### src/rtl/ltc2324_sched.sv
`default_nettype none
// ============================================================================
// Module      : ltc2324_sched
// Description : Conversion scheduler for an LTC2324 ADC core. Issues
//               single-cycle start requests at a programmable period, in
//               continuous mode or as software-triggered bursts. Slots that
//               cannot be used because the channel FIFOs are full are counted
//               as overruns.
// Revision    : 1.0 - initial release
// ----------------------------------------------------------------------------
// Parameters
//   CNT_W        width of period, burst and statistics counters
//   TIMEOUT_CYC  CONV cycles allowed before a watchdog timeout
// Optional feature
//   LTC2324_SCHED_TIMEOUT_EN  when defined, a CONV watchdog sets timeout_err_o
//                             and returns to IDLE; otherwise CONV waits forever
//                             and timeout_err_o is constant 0.
// Ports
//   clk, rst        clock, synchronous active-high reset
//   enable_i        scheduler enable (level)
//   burst_mode_i    0 = continuous, 1 = burst of burst_len_i per sw_trig_i
//   period_i        cycles between start pulses
//   burst_len_i     samples per burst
//   sw_trig_i       single-cycle burst trigger
//   fifo_ready_i    all channel FIFOs can take one word
//   core_valid_i    conversion result strobe from the ADC core
//   clr_stat_i      clears overrun_cnt_o and timeout_err_o
//   start_o         single-cycle conversion request
//   busy_o          scheduler not idle
//   done_o          single-cycle burst completion pulse
//   overrun_cnt_o   saturating count of skipped sample slots
//   timeout_err_o   sticky conversion timeout flag
// ============================================================================
module ltc2324_sched #(
    parameter int CNT_W       = 16,
    parameter int TIMEOUT_CYC = 256
) (
    input  logic             clk,
    input  logic             rst,
    input  logic             enable_i,
    input  logic             burst_mode_i,
    input  logic [CNT_W-1:0] period_i,
    input  logic [CNT_W-1:0] burst_len_i,
    input  logic             sw_trig_i,
    input  logic             fifo_ready_i,
    input  logic             core_valid_i,
    input  logic             clr_stat_i,
    output logic             start_o,
    output logic             busy_o,
    output logic             done_o,
    output logic [CNT_W-1:0] overrun_cnt_o,
    output logic             timeout_err_o
);

    typedef enum logic [1:0] {
        S_IDLE = 2'd0,
        S_WAIT = 2'd1,
        S_CONV = 2'd2
    } state_t;

    state_t             state_q, state_d;
    logic               start_q, start_d;
    logic               done_q, done_d;
    logic [CNT_W-1:0]   ovr_q, ovr_d;
    logic [CNT_W-1:0]   per_sh_q, per_sh_d;    // shadow period (>= 2)
    logic [CNT_W-1:0]   blen_sh_q, blen_sh_d;  // shadow burst length (>= 1)
    logic [CNT_W-1:0]   cnt_q, cnt_d;          // period down-counter
    logic [CNT_W-1:0]   smp_q, smp_d;          // samples taken this run
    logic               stop_q, stop_d;        // enable dropped during CONV
    logic [CNT_W-1:0]   w_cnt_dec;
    logic               w_ovr_inc;

`ifdef LTC2324_SCHED_TIMEOUT_EN
    localparam int WD_W = $clog2(TIMEOUT_CYC + 1);
    logic [WD_W-1:0]    wd_q, wd_d;
    logic               terr_q, terr_d;
    logic               w_to_set;
`endif

    always_comb begin
        state_d   = state_q;
        start_d   = 1'b0;
        done_d    = 1'b0;
        per_sh_d  = per_sh_q;
        blen_sh_d = blen_sh_q;
        cnt_d     = cnt_q;
        smp_d     = smp_q;
        stop_d    = stop_q;
        w_ovr_inc = 1'b0;
`ifdef LTC2324_SCHED_TIMEOUT_EN
        wd_d      = wd_q;
        w_to_set  = 1'b0;
`endif
        // The down-counter holds at zero instead of wrapping.
        w_cnt_dec = (cnt_q == '0) ? '0 : cnt_q - 1'b1;

        case (state_q)
            S_IDLE: begin
                stop_d = 1'b0;
                if (enable_i && (!burst_mode_i || sw_trig_i)) begin
                    state_d   = S_WAIT;
                    per_sh_d  = (period_i < CNT_W'(2)) ? CNT_W'(2) : period_i;
                    blen_sh_d = (burst_len_i == '0) ? CNT_W'(1) : burst_len_i;
                    cnt_d     = '0;
                    smp_d     = '0;
                end
            end
            S_WAIT: begin
                cnt_d = w_cnt_dec;
                if (!enable_i) begin
                    state_d = S_IDLE;
                end else if (cnt_q == '0) begin
                    // A slot is due: either use it or record it as skipped.
                    cnt_d = per_sh_q - 1'b1;
                    if (fifo_ready_i) begin
                        start_d = 1'b1;
                        state_d = S_CONV;
`ifdef LTC2324_SCHED_TIMEOUT_EN
                        wd_d    = '0;
`endif
                    end else begin
                        w_ovr_inc = 1'b1;
                    end
                end
            end
            S_CONV: begin
                cnt_d = w_cnt_dec;
                if (!enable_i) begin
                    stop_d = 1'b1;
                end
                if (core_valid_i) begin
                    smp_d = smp_q + 1'b1;
                    if (stop_q || !enable_i) begin
                        // Disabled mid-conversion: finish quietly, no done.
                        state_d = S_IDLE;
                    end else if (burst_mode_i && (smp_q + 1'b1 == blen_sh_q)) begin
                        done_d  = 1'b1;
                        state_d = S_IDLE;
                    end else begin
                        state_d = S_WAIT;
                    end
                end
`ifdef LTC2324_SCHED_TIMEOUT_EN
                else if (wd_q == WD_W'(TIMEOUT_CYC - 1)) begin
                    w_to_set = 1'b1;
                    state_d  = S_IDLE;
                end else begin
                    wd_d = wd_q + 1'b1;
                end
`endif
            end
            default: begin
                state_d = S_IDLE;
            end
        endcase

        // Clear wins over a same-cycle increment.
        if (clr_stat_i) begin
            ovr_d = '0;
        end else if (w_ovr_inc && (ovr_q != '1)) begin
            ovr_d = ovr_q + 1'b1;
        end else begin
            ovr_d = ovr_q;
        end

`ifdef LTC2324_SCHED_TIMEOUT_EN
        if (clr_stat_i) begin
            terr_d = 1'b0;
        end else if (w_to_set) begin
            terr_d = 1'b1;
        end else begin
            terr_d = terr_q;
        end
`endif
    end

    always_ff @(posedge clk) begin
        if (rst) begin
            state_q   <= S_IDLE;
            start_q   <= 1'b0;
            done_q    <= 1'b0;
            ovr_q     <= '0;
            per_sh_q  <= '0;
            blen_sh_q <= '0;
            cnt_q     <= '0;
            smp_q     <= '0;
            stop_q    <= 1'b0;
`ifdef LTC2324_SCHED_TIMEOUT_EN
            wd_q      <= '0;
            terr_q    <= 1'b0;
`endif
        end else begin
            state_q   <= state_d;
            start_q   <= start_d;
            done_q    <= done_d;
            ovr_q     <= ovr_d;
            per_sh_q  <= per_sh_d;
            blen_sh_q <= blen_sh_d;
            cnt_q     <= cnt_d;
            smp_q     <= smp_d;
            stop_q    <= stop_d;
`ifdef LTC2324_SCHED_TIMEOUT_EN
            wd_q      <= wd_d;
            terr_q    <= terr_d;
`endif
        end
    end

    assign start_o       = start_q;
    assign done_o        = done_q;
    assign busy_o        = (state_q != S_IDLE);
    assign overrun_cnt_o = ovr_q;

`ifdef LTC2324_SCHED_TIMEOUT_EN
    assign timeout_err_o = terr_q;
`else
    // No watchdog in this build; the expression folds to constant 0 while
    // still referencing TIMEOUT_CYC.
    assign timeout_err_o = (TIMEOUT_CYC < 0);
`endif

endmodule
`default_nettype wire
### config.mk
export PLATFORM = sky130hd
export DESIGN_NAME = ltc2324_sched
export DESIGN_NICKNAME = d
export VERILOG_FILES = /design/src/rtl/ltc2324_sched.sv
export SDC_FILE = /design/constraint.sdc
export NUM_CORES = 1
export LEC_CHECK = 0
export ABC_AREA = 1
export CAP_MARGIN = 0
export CORE_AREA = 5 5 104 106
export DETAILED_ROUTE_END_ITERATION = 10
export DIE_AREA = 0 0 109 111
export PLACE_DENSITY = 0.78
export SLEW_MARGIN = 5
export SYNTH_ARGS = -nofsm -noshare
export SYNTH_HDL_FRONTEND = slang
export SYNTH_SLANG_ARGS = --single-unit
### constraint.sdc
create_clock -name clk -period 5.22 [get_ports clk]
set_input_delay 1.044 -clock clk [delete_from_list [all_inputs] [get_ports clk]]
set_output_delay 1.044 -clock clk [all_outputs]
set_load 0.02 [all_outputs]
# Word-level counts from Yosys, hierarchy flattened
# Index checks and enable logic that the tools add are counted.
# op_classes
addsub	4
n_lt_le_gt_ge	1
n_eq_ne	9
n_mux	25
bitwise	5
reduce_logical	21
# ops
operator	count
2-to-1 mux 16 bit	7
one-hot mux 16 bit (3 select lines)	1
adder 16 x 1 -> 16 bit, second input constant	2
zero test 16 bit	2
one-hot mux 16 bit (2 select lines)	1
subtractor 16 x 1 -> 16 bit, second input constant	2
equality test 16 bit	1
< comparator 16 x 2 -> 1 bit, second input constant	1
inequality test 16 bit, second input constant	1
2-to-1 mux 2 bit	5
2-to-1 mux 1 bit	9
OR reduction 4 bit	2
inequality test 2 bit, second input constant	3
inequality test 3 bit, second input constant	2
one-hot mux 2 bit (3 select lines)	1
AND reduction 2 bit	3
inverter 1 bit	5
AND reduction 4 bit	1
nonzero test 2 bit	2
logical AND 1 bit	3
AND reduction 3 bit	1
nonzero test 3 bit	1
equality test 2 x 1 -> 1 bit, second input constant	1
equality test 2 bit, second input constant	1
5 further kinds	7
# word_totals
register_bits	85
inputBits	40
out_inout_bits	20

# Logic depth before layout (Yosys ltp)
# Gate-level depths: netlist of run 1.
# depth
word_depth	7
mapped_depth	16

# Worst setup path before layout of run 1
# Ideal clock, no wire load.
# synth_path
path_type	in2reg
from	input port burst_mode_i
to	register cnt_q[9]
arrival_ns	2.158
setup_slack_ns	2.992
path_stages	10
path_cell_list	inv_1 -> o21ai_1 -> nand2_1 -> inv_1 -> or2_1 -> clkbuf_1 -> nor2_2 -> buf_4 -> nand2_1 -> a21oi_1
# synth_via
elab_chain_len	5
# synth_rtl
item	line	text
start, declared	41	input logic burst_mode_i,
zero test 1 bit	100	if (enable_i && (!burst_mode_i || sw_trig_i)) begin
logical OR 1 bit	100	
logical AND 1 bit	100	
inequality test 2 bit (no source line)	-	
AND reduction 2 bit (no source line)	-	
end signal, assigned	199	cnt_q <= cnt_d;
end, declared	67	logic [CNT_W-1:0] cnt_q, cnt_d;
# No other way between the ends.
# A chain may end at the register's enable or synchronous reset.

# Worst setup path in the final report of run 1
# layout_path
from	input port burst_mode_i
to	register blen_sh_q[14]
# layout_via
elab_chain_len	4
# layout_rtl
item	line	text
zero test 1 bit	100	
logical OR 1 bit	100	
logical AND 1 bit	100	
AND reduction 2 bit (no source line)	-	
end signal, assigned	198	blen_sh_q <= blen_sh_d;
end, declared	66	logic [CNT_W-1:0] blen_sh_q, blen_sh_d;
# No other way between the ends.

==> out/qor.txt, run 1 <==
Final hold violations: 0
Synth top area share: 32.3%
CTS tree: done
Synthesized flop and latch total: 85
Clock-pin slew on the worst setup and hold paths: 0.08 ns
Drt wl/cell: 14.2 microns
Clock Sinks: 85
Number of port buffers: 58
Die W: 109 microns
Initial antenna violation count: 0
Number of global-route vias before repair: 5142
Final hold slack: 0.473 ns
Number of I/O pins: 60
Arrival @ worst endpoint: 3.20 ns
Static Leak: 2.35 nW
Hold Crit Class: reg2reg
Syn nets: 834
Status: finished, final reports clean
H-tree levels: 3
Post-route DRC violation count: 0
CP Launch Type: input port
Post-cts sizing count: 0
Highest clock rate: 340 MHz
Worst-margin pin slew: 1.16 ns
ANT nets after route: 0
Number of synthesized flops with an enable pin: 0
Primary FF master, synth: dfxtp_1
Crit. End Element: flip-flop
Sequential share of the synthesized area: 32.3%
Final GP Congestion: 0.998
Die area: 0.0121 sq mm
Initial Util: 54.5%
Tcrit/Tclk final: 56.3%
Clock Tree Buf Depth: 2
Post-synth top area cell: dfxtp_1
Die Height: 111 microns
Max Slew Vio Count: 0
RSZ-0062 raised after global routing: no
DP HPWL: 10600 microns
Grt total ovfl: 0
DR iter-0 viols: 396
Setup Buffers After CTS: 0
Detailed-route via count: 5383
Total GRT Usage: 23.6%
Core area: 0.00968 sq mm
Ant diodes: 0
Final setup fails: 0
Total CTS buffers: 9
VDD IR-drop max: 0.188 mV
Area growth from synthesis to layout: 17.1%
Setup Total Neg Slack: 0 ns
WS Path Type: in2reg
WL final: 13800 microns
Average cell area after synthesis: 6.72 sq um
Hold-fix buffers, CTS: 0
Setup Skew: 0.00762 ns
Pre-Repair DR Iteration Count: 5
Layout Nets: 883
CP max FO: 31
Mapped Area: 0.00528 sq mm
Largest cells by area after synthesis: dfxtp_1 (32%), nand2_1 (13%), nor2_1 (6.7%)
Synth cell types: 41
Post-route core utilization: 63.8%
Slew Limit Headroom: 22.6%
Asr flop ratio synth: 0%
Power Density: 285 mW/mm^2
Via density per instance: 5.54
First-pass GRT wire length: 23400 microns
# rows: 36
Minimum clock period: 2.94 ns
Critical Path RT: 5.48 ns
Yosys warns: 0
Largest net degree at the start of global routing: 62
Root buf cell: clkbuf_8
Clk_lat worst skew: 0.35 ns
Max cap viols: 0
Layout cells sized above 1: 8.94%
Syn Inst Count: 785
[flip-flops by register name, indices dropped and copies added, names as in the netlist]
| signal | count |
|---|---|
| overrun_cnt_o | 16 |
| smp_q | 16 |
| stop_q | 1 |
| per_sh_q | 16 |
| blen_sh_q | 16 |
| cnt_q | 16 |
| state_q | 2 |
| done_o | 1 |
| start_o | 1 |
[path summary, 6_finish.rpt]
kind / to / slack [ns] / from / cells past startpoint
hold reg to reg: cnt_q[14]$_SDFFE_PP0P_ / 0.47 / cnt_q[14]$_SDFFE_PP0P_ / 2
hold / removal: cnt_q[14]$_SDFFE_PP0P_ / 0.47 / cnt_q[14]$_SDFFE_PP0P_ / 2
setup reg to reg: blen_sh_q[14]$_SDFFE_PP0P_ / 2.82 / state_q[0]$_SDFFE_PP0P_ / 8
setup / recovery: blen_sh_q[14]$_SDFFE_PP0P_ / 2.28 / burst_mode_i / 8
[critical path: stages]
cell	delay (ns)
clkdlybuf4s50_1	0.45
inv_1	0.06
o21ai_1	0.21
nor2_1	0.17
inv_1	0.57
buf_4	0.41
nor2_1	0.08
a211oi_1	0.19
[Yosys cell counts (8+ instances only)]
library cell / n
a211oi_1: 24
a21oi_1: 56
clkbuf_1: 14
dfxtp_1: 85
ha_1: 9
inv_1: 82
nand2_1: 177
nand2_2: 14
nand3_1: 54
nand4_1: 20
nor2_1: 94
nor2_2: 10
nor2_4: 9
nor3_1: 15
nor3_2: 8
nor4_1: 11
o21ai_0: 20
o22ai_1: 10
xnor2_1: 11
xor2_1: 22
[layout make-up]
class | count | area [sq um]
multi-input combinational | 592 | 3160
clock inverter | 4 | 95.1
sequential | 85 | 1700
tap | 133 | 166
clock buffer | 12 | 145
fill | 875 | 3510
timing repair buffer | 60 | 591
inverter | 86 | 323
[cell families after synthesis]
family / Yosys count / share of synthesized area [%]
other cells: 1 / 0.0711
compound gates: 124 / 13.7
buf+inv: 108 / 7.92
xor+xnor: 33 / 5.48
fa+ha+maj: 9 / 2.13
simple gates: 425 / 38.5
flops: 85 / 32.3
[placed cells by master, fill, tap and decap left out, types with 3 or more instances in the layout]
cell type,synthesis,final
a211oi_1,24,24
inv_2,4,4
o31ai_1,3,3
a21oi_1,56,56
nor4_1,11,11
inv_1,82,82
nor2_1,94,94
bufinv_16,0,3
nand2_1,177,177
xnor2_1,11,11
ha_1,9,9
nor3_2,8,8
dfxtp_1,85,85
nor2_2,10,10
clkdlybuf4s50_1,0,57
nor2_4,9,9
o22ai_1,10,10
o21ai_0,20,20
nand2_2,14,14
clkbuf_8,0,10
nand4_1,20,20
nor3_1,15,15
xor2_1,22,22
nand3_1,54,54
o21ai_1,4,4
[power breakdown]
group	switching, mW	internal (mW)
registers	0.0378	0.690
logic	0.304	0.171
clock network	0.230	0.331
[through the flow]
step	setup WS (ns)	cell area (sq um)	power, mW	instances
floorplan	2.99	5280	1.08	785
global placement	2.04	5940	1.19	956
detailed placement	1.95	5940	1.21	956
CTS	2.32	6180	1.77	972
global route	2.09	6180	1.86	972
finish	2.28	6180	1.76	972
[routing by layer]
layer,GRT usage (%),vias up,part of all wire [%]
met2,36.5,213,45
met4,8.84,0,2.1
met1,32.8,2444,46
met3,3.73,36,6.9
li1,-,2690,-
met5,0,-,0
Power figures use the tool's default switching activity.
==> run 2: changes to the inputs <==
--- a/config.mk
+++ b/config.mk
@@ -7,10 +7,10 @@
 export LEC_CHECK = 0
 export ABC_AREA = 1
 export CAP_MARGIN = 0
-export CORE_AREA = 5 5 104 106
+export CORE_AREA = 5 5 108 110
 export DETAILED_ROUTE_END_ITERATION = 10
-export DIE_AREA = 0 0 109 111
-export PLACE_DENSITY = 0.78
+export DIE_AREA = 0 0 113 115
+export PLACE_DENSITY = 0.75
 export SLEW_MARGIN = 5
 export SYNTH_ARGS = -nofsm -noshare
 export SYNTH_HDL_FRONTEND = slang
==> constraint.sdc (replaced) <==
create_clock -name clk -period 2.7 [get_ports clk]
set_input_delay 0.54 -clock clk [delete_from_list [all_inputs] [get_ports clk]]
set_output_delay 0.54 -clock clk [all_outputs]
set_load 0.02 [all_outputs]
==> out/qor.txt, run 2 (synthesis results as in run 1) <==
Final setup fails: 0 (unchanged)
Detailed-route via count: 5301 (was 5383)
Min-Delay Path Depth: 2 (unchanged)
Worst-margin pin slew: 0.628 ns (was 1.16 ns)
WL final: 14200 microns (was 13800 microns)
Root buf cell: clkbuf_8 (unchanged)
DP HPWL: 10900 microns (was 10600 microns)
Tcrit/Tclk final: 89.0%
FF-to-FF setup slack: 0.63 ns (was 2.82 ns)
Placed Area: 0.00599 sq mm (was 0.00594 sq mm)
Die area: 0.0130 sq mm (was 0.0121 sq mm)
WHS Endpoint: state_q[0]$_SDFFE_PP0P_ (was cnt_q[14]$_SDFFE_PP0P_)
Total GRT Usage: 22.7% (was 23.6%)
Status: finished, final reports clean (unchanged)
Initial antenna violation count: 0 (unchanged)
Setup Total Neg Slack: 0 ns (unchanged)
Arrival @ worst endpoint: 1.86 ns (was 3.20 ns)
Pre-Repair DR Iteration Count: 5 (unchanged)
Routed wl met2: 6600 microns (was 6190 microns)
Post-route DRC violation count: 0 (unchanged)
Die Height: 115 microns (was 111 microns)
Minimum clock period: 2.40 ns
Clock Tree Buf Depth: 2 (unchanged)
Layout cells sized above 1: 9.61% (was 8.94%)
Cell count of the worst reg-to-reg path: 16 (was 8)
CP Launch Type: flip-flop (was input port)
Clock Sinks: 85 (unchanged)
Slew Limit Headroom: 58.1% (was 22.6%)
Post-route insts no fill: 983 (was 972)
RR Endpoint: state_q[0]$_SDFFE_PP0P_ (was blen_sh_q[14]$_SDFFE_PP0P_)
Fillers: 1008 (was 875)
Max Slew Vio Count: 0 (unchanged)
Clk_lat worst skew: 0.38 ns (was 0.35 ns)
CTS tree: done (unchanged)
VDD IR-drop max: 0.370 mV (was 0.188 mV)
Highest clock rate: 416 MHz
Final GP Congestion: 0.963 (was 0.998)
Post-cts sizing count: 0 (unchanged)
Max Used Layer: met4 (unchanged)
Fin area: 0.00620 sq mm (was 0.00618 sq mm)
Largest net degree at the start of global routing: 58 (was 62)
Number of global-route vias before repair: 5173 (was 5142)
# rows: 38 (was 36)
Hold Crit Class: in2reg (was reg2reg)
Cells after DPL: 967 (was 956)
Hold_sp: rst (was cnt_q[14]$_SDFFE_PP0P_)
WS Path Type: reg2out (was in2reg)
Flip-flop and latch area: 0.00170 sq mm (unchanged)
CP max FO: 5 (was 31)
Final hold violations: 0 (unchanged)
Met3 WL: 878 microns (was 946 microns)
Power Density: 533 mW/mm^2 (was 285 mW/mm^2)
Drt wl/cell: 14.5 microns (was 14.2 microns)
RSZ-0062 raised after global routing: no (unchanged)
Ant diodes: 0 (unchanged)
Post-route core utilization: 58.4% (was 63.8%)
Die W: 113 microns (was 109 microns)
Worst r2r src: smp_q[0]$_SDFFE_PP0P_ (was state_q[0]$_SDFFE_PP0P_)
Crit. End Element: primary output (was flip-flop)
Core area: 0.0106 sq mm (was 0.00968 sq mm)
Max cap viols: 0 (unchanged)
Footprint of the multi-input gates: 0.00316 sq mm (unchanged)
Area growth from synthesis to layout: 17.4% (was 17.1%)
Hold-fix buffers, CTS: 0 (unchanged)
Critical Path RT: 2.16 ns (was 5.48 ns)
Clock-pin slew on the worst setup and hold paths: 0.09 ns (was 0.08 ns)
Total CTS buffers: 9 (unchanged)
H-tree levels: 3 (unchanged)
First-pass GRT wire length: 24200 microns (was 23400 microns)
Layout Nets: 887 (was 883)
Most common cell after layout, fill and taps aside: nand2_1 (unchanged)
Static Leak: 2.35 nW (about the same)
Setup Skew: 0.0164 ns (was 0.00762 ns)
Setup Buffers After CTS: 0 (unchanged)
Initial Util: 49.8% (was 54.5%)
Number of I/O pins: 60 (unchanged)
Number of port buffers: 58 (unchanged)
DR iter-0 viols: 425 (was 396)
Most frequent cells in the layout: nand2_1 (177), nor2_1 (94), dfxtp_1 (85) (unchanged)
Grt total ovfl: 0 (unchanged)
Met1 WL: 6350 microns (was 6370 microns)
Via density per instance: 5.39 (was 5.54)
ANT nets after route: 0 (unchanged)
==> run 2: worst max-delay path, cell delays in order (launching register included) <==
cell and delay, ns:
dfxtp_1 0.39, inv_1 0.08, ha_1 0.22, inv_1 0.17, clkdlybuf4s50_1 0.64
==> run 2: cell type report <==
cell class	count	area share, %
clock inverters	6	1.11
multi-input cells	592	50.9
flip-flops and latches	85	27.5
repair buffers	64	10.2
inverters	86	5.21
clock buffers	10	2.22
well taps	140	2.83
==> run 2: report_power, final <==
| part | switching, mW | internal, mW |
|---|---|---|
| logic | 0.588 | 0.348 |
| clock network | 0.496 | 0.459 |
| registers | 0.0749 | 1.33 |
| total | 1.16 | 2.14 |
==> run 2: worst max-delay path by stage <==
stage	start	to	slack, ns	cells after the start
final	state_q[0]$_SDFFE_PP0P_	busy_o	0.30	4
after floorplan	smp_q[0]$_SDFFE_PP0P_	state_q[0]$_SDFFE_PP0P_	0.92	16
after detailed placement	enable_i	blen_sh_q[3]$_SDFFE_PP0P_	0.18	7
after global routing	state_q[0]$_SDFFE_PP0P_	busy_o	0.20	4
after global placement	enable_i	per_sh_q[3]$_SDFFE_PP0P_	0.29	7
after CTS	state_q[0]$_SDFFE_PP0P_	busy_o	0.29	4
==> run 2: metal layers <==
metal,track usage [%],vias up
li1,-,2703
met1,29.7,2403
met2,37.3,169
met3,3.37,26
met4,9.78,0
met5,0,-
==> run 2: per-stage QoR <==
stage | worst slack (ns) | hold slack [ns] | power [mW]
6_report | 0.297 | 0.416 | 3.30
3_5_place_dp | 0.184 | 0.468 | 2.36
4_1_cts | 0.292 | 0.405 | 3.32
3_3_place_gp | 0.294 | 0.457 | 2.34
5_1_grt | 0.196 | 0.416 | 3.50
2_1_floorplan | 0.920 | 0.444 | 2.09
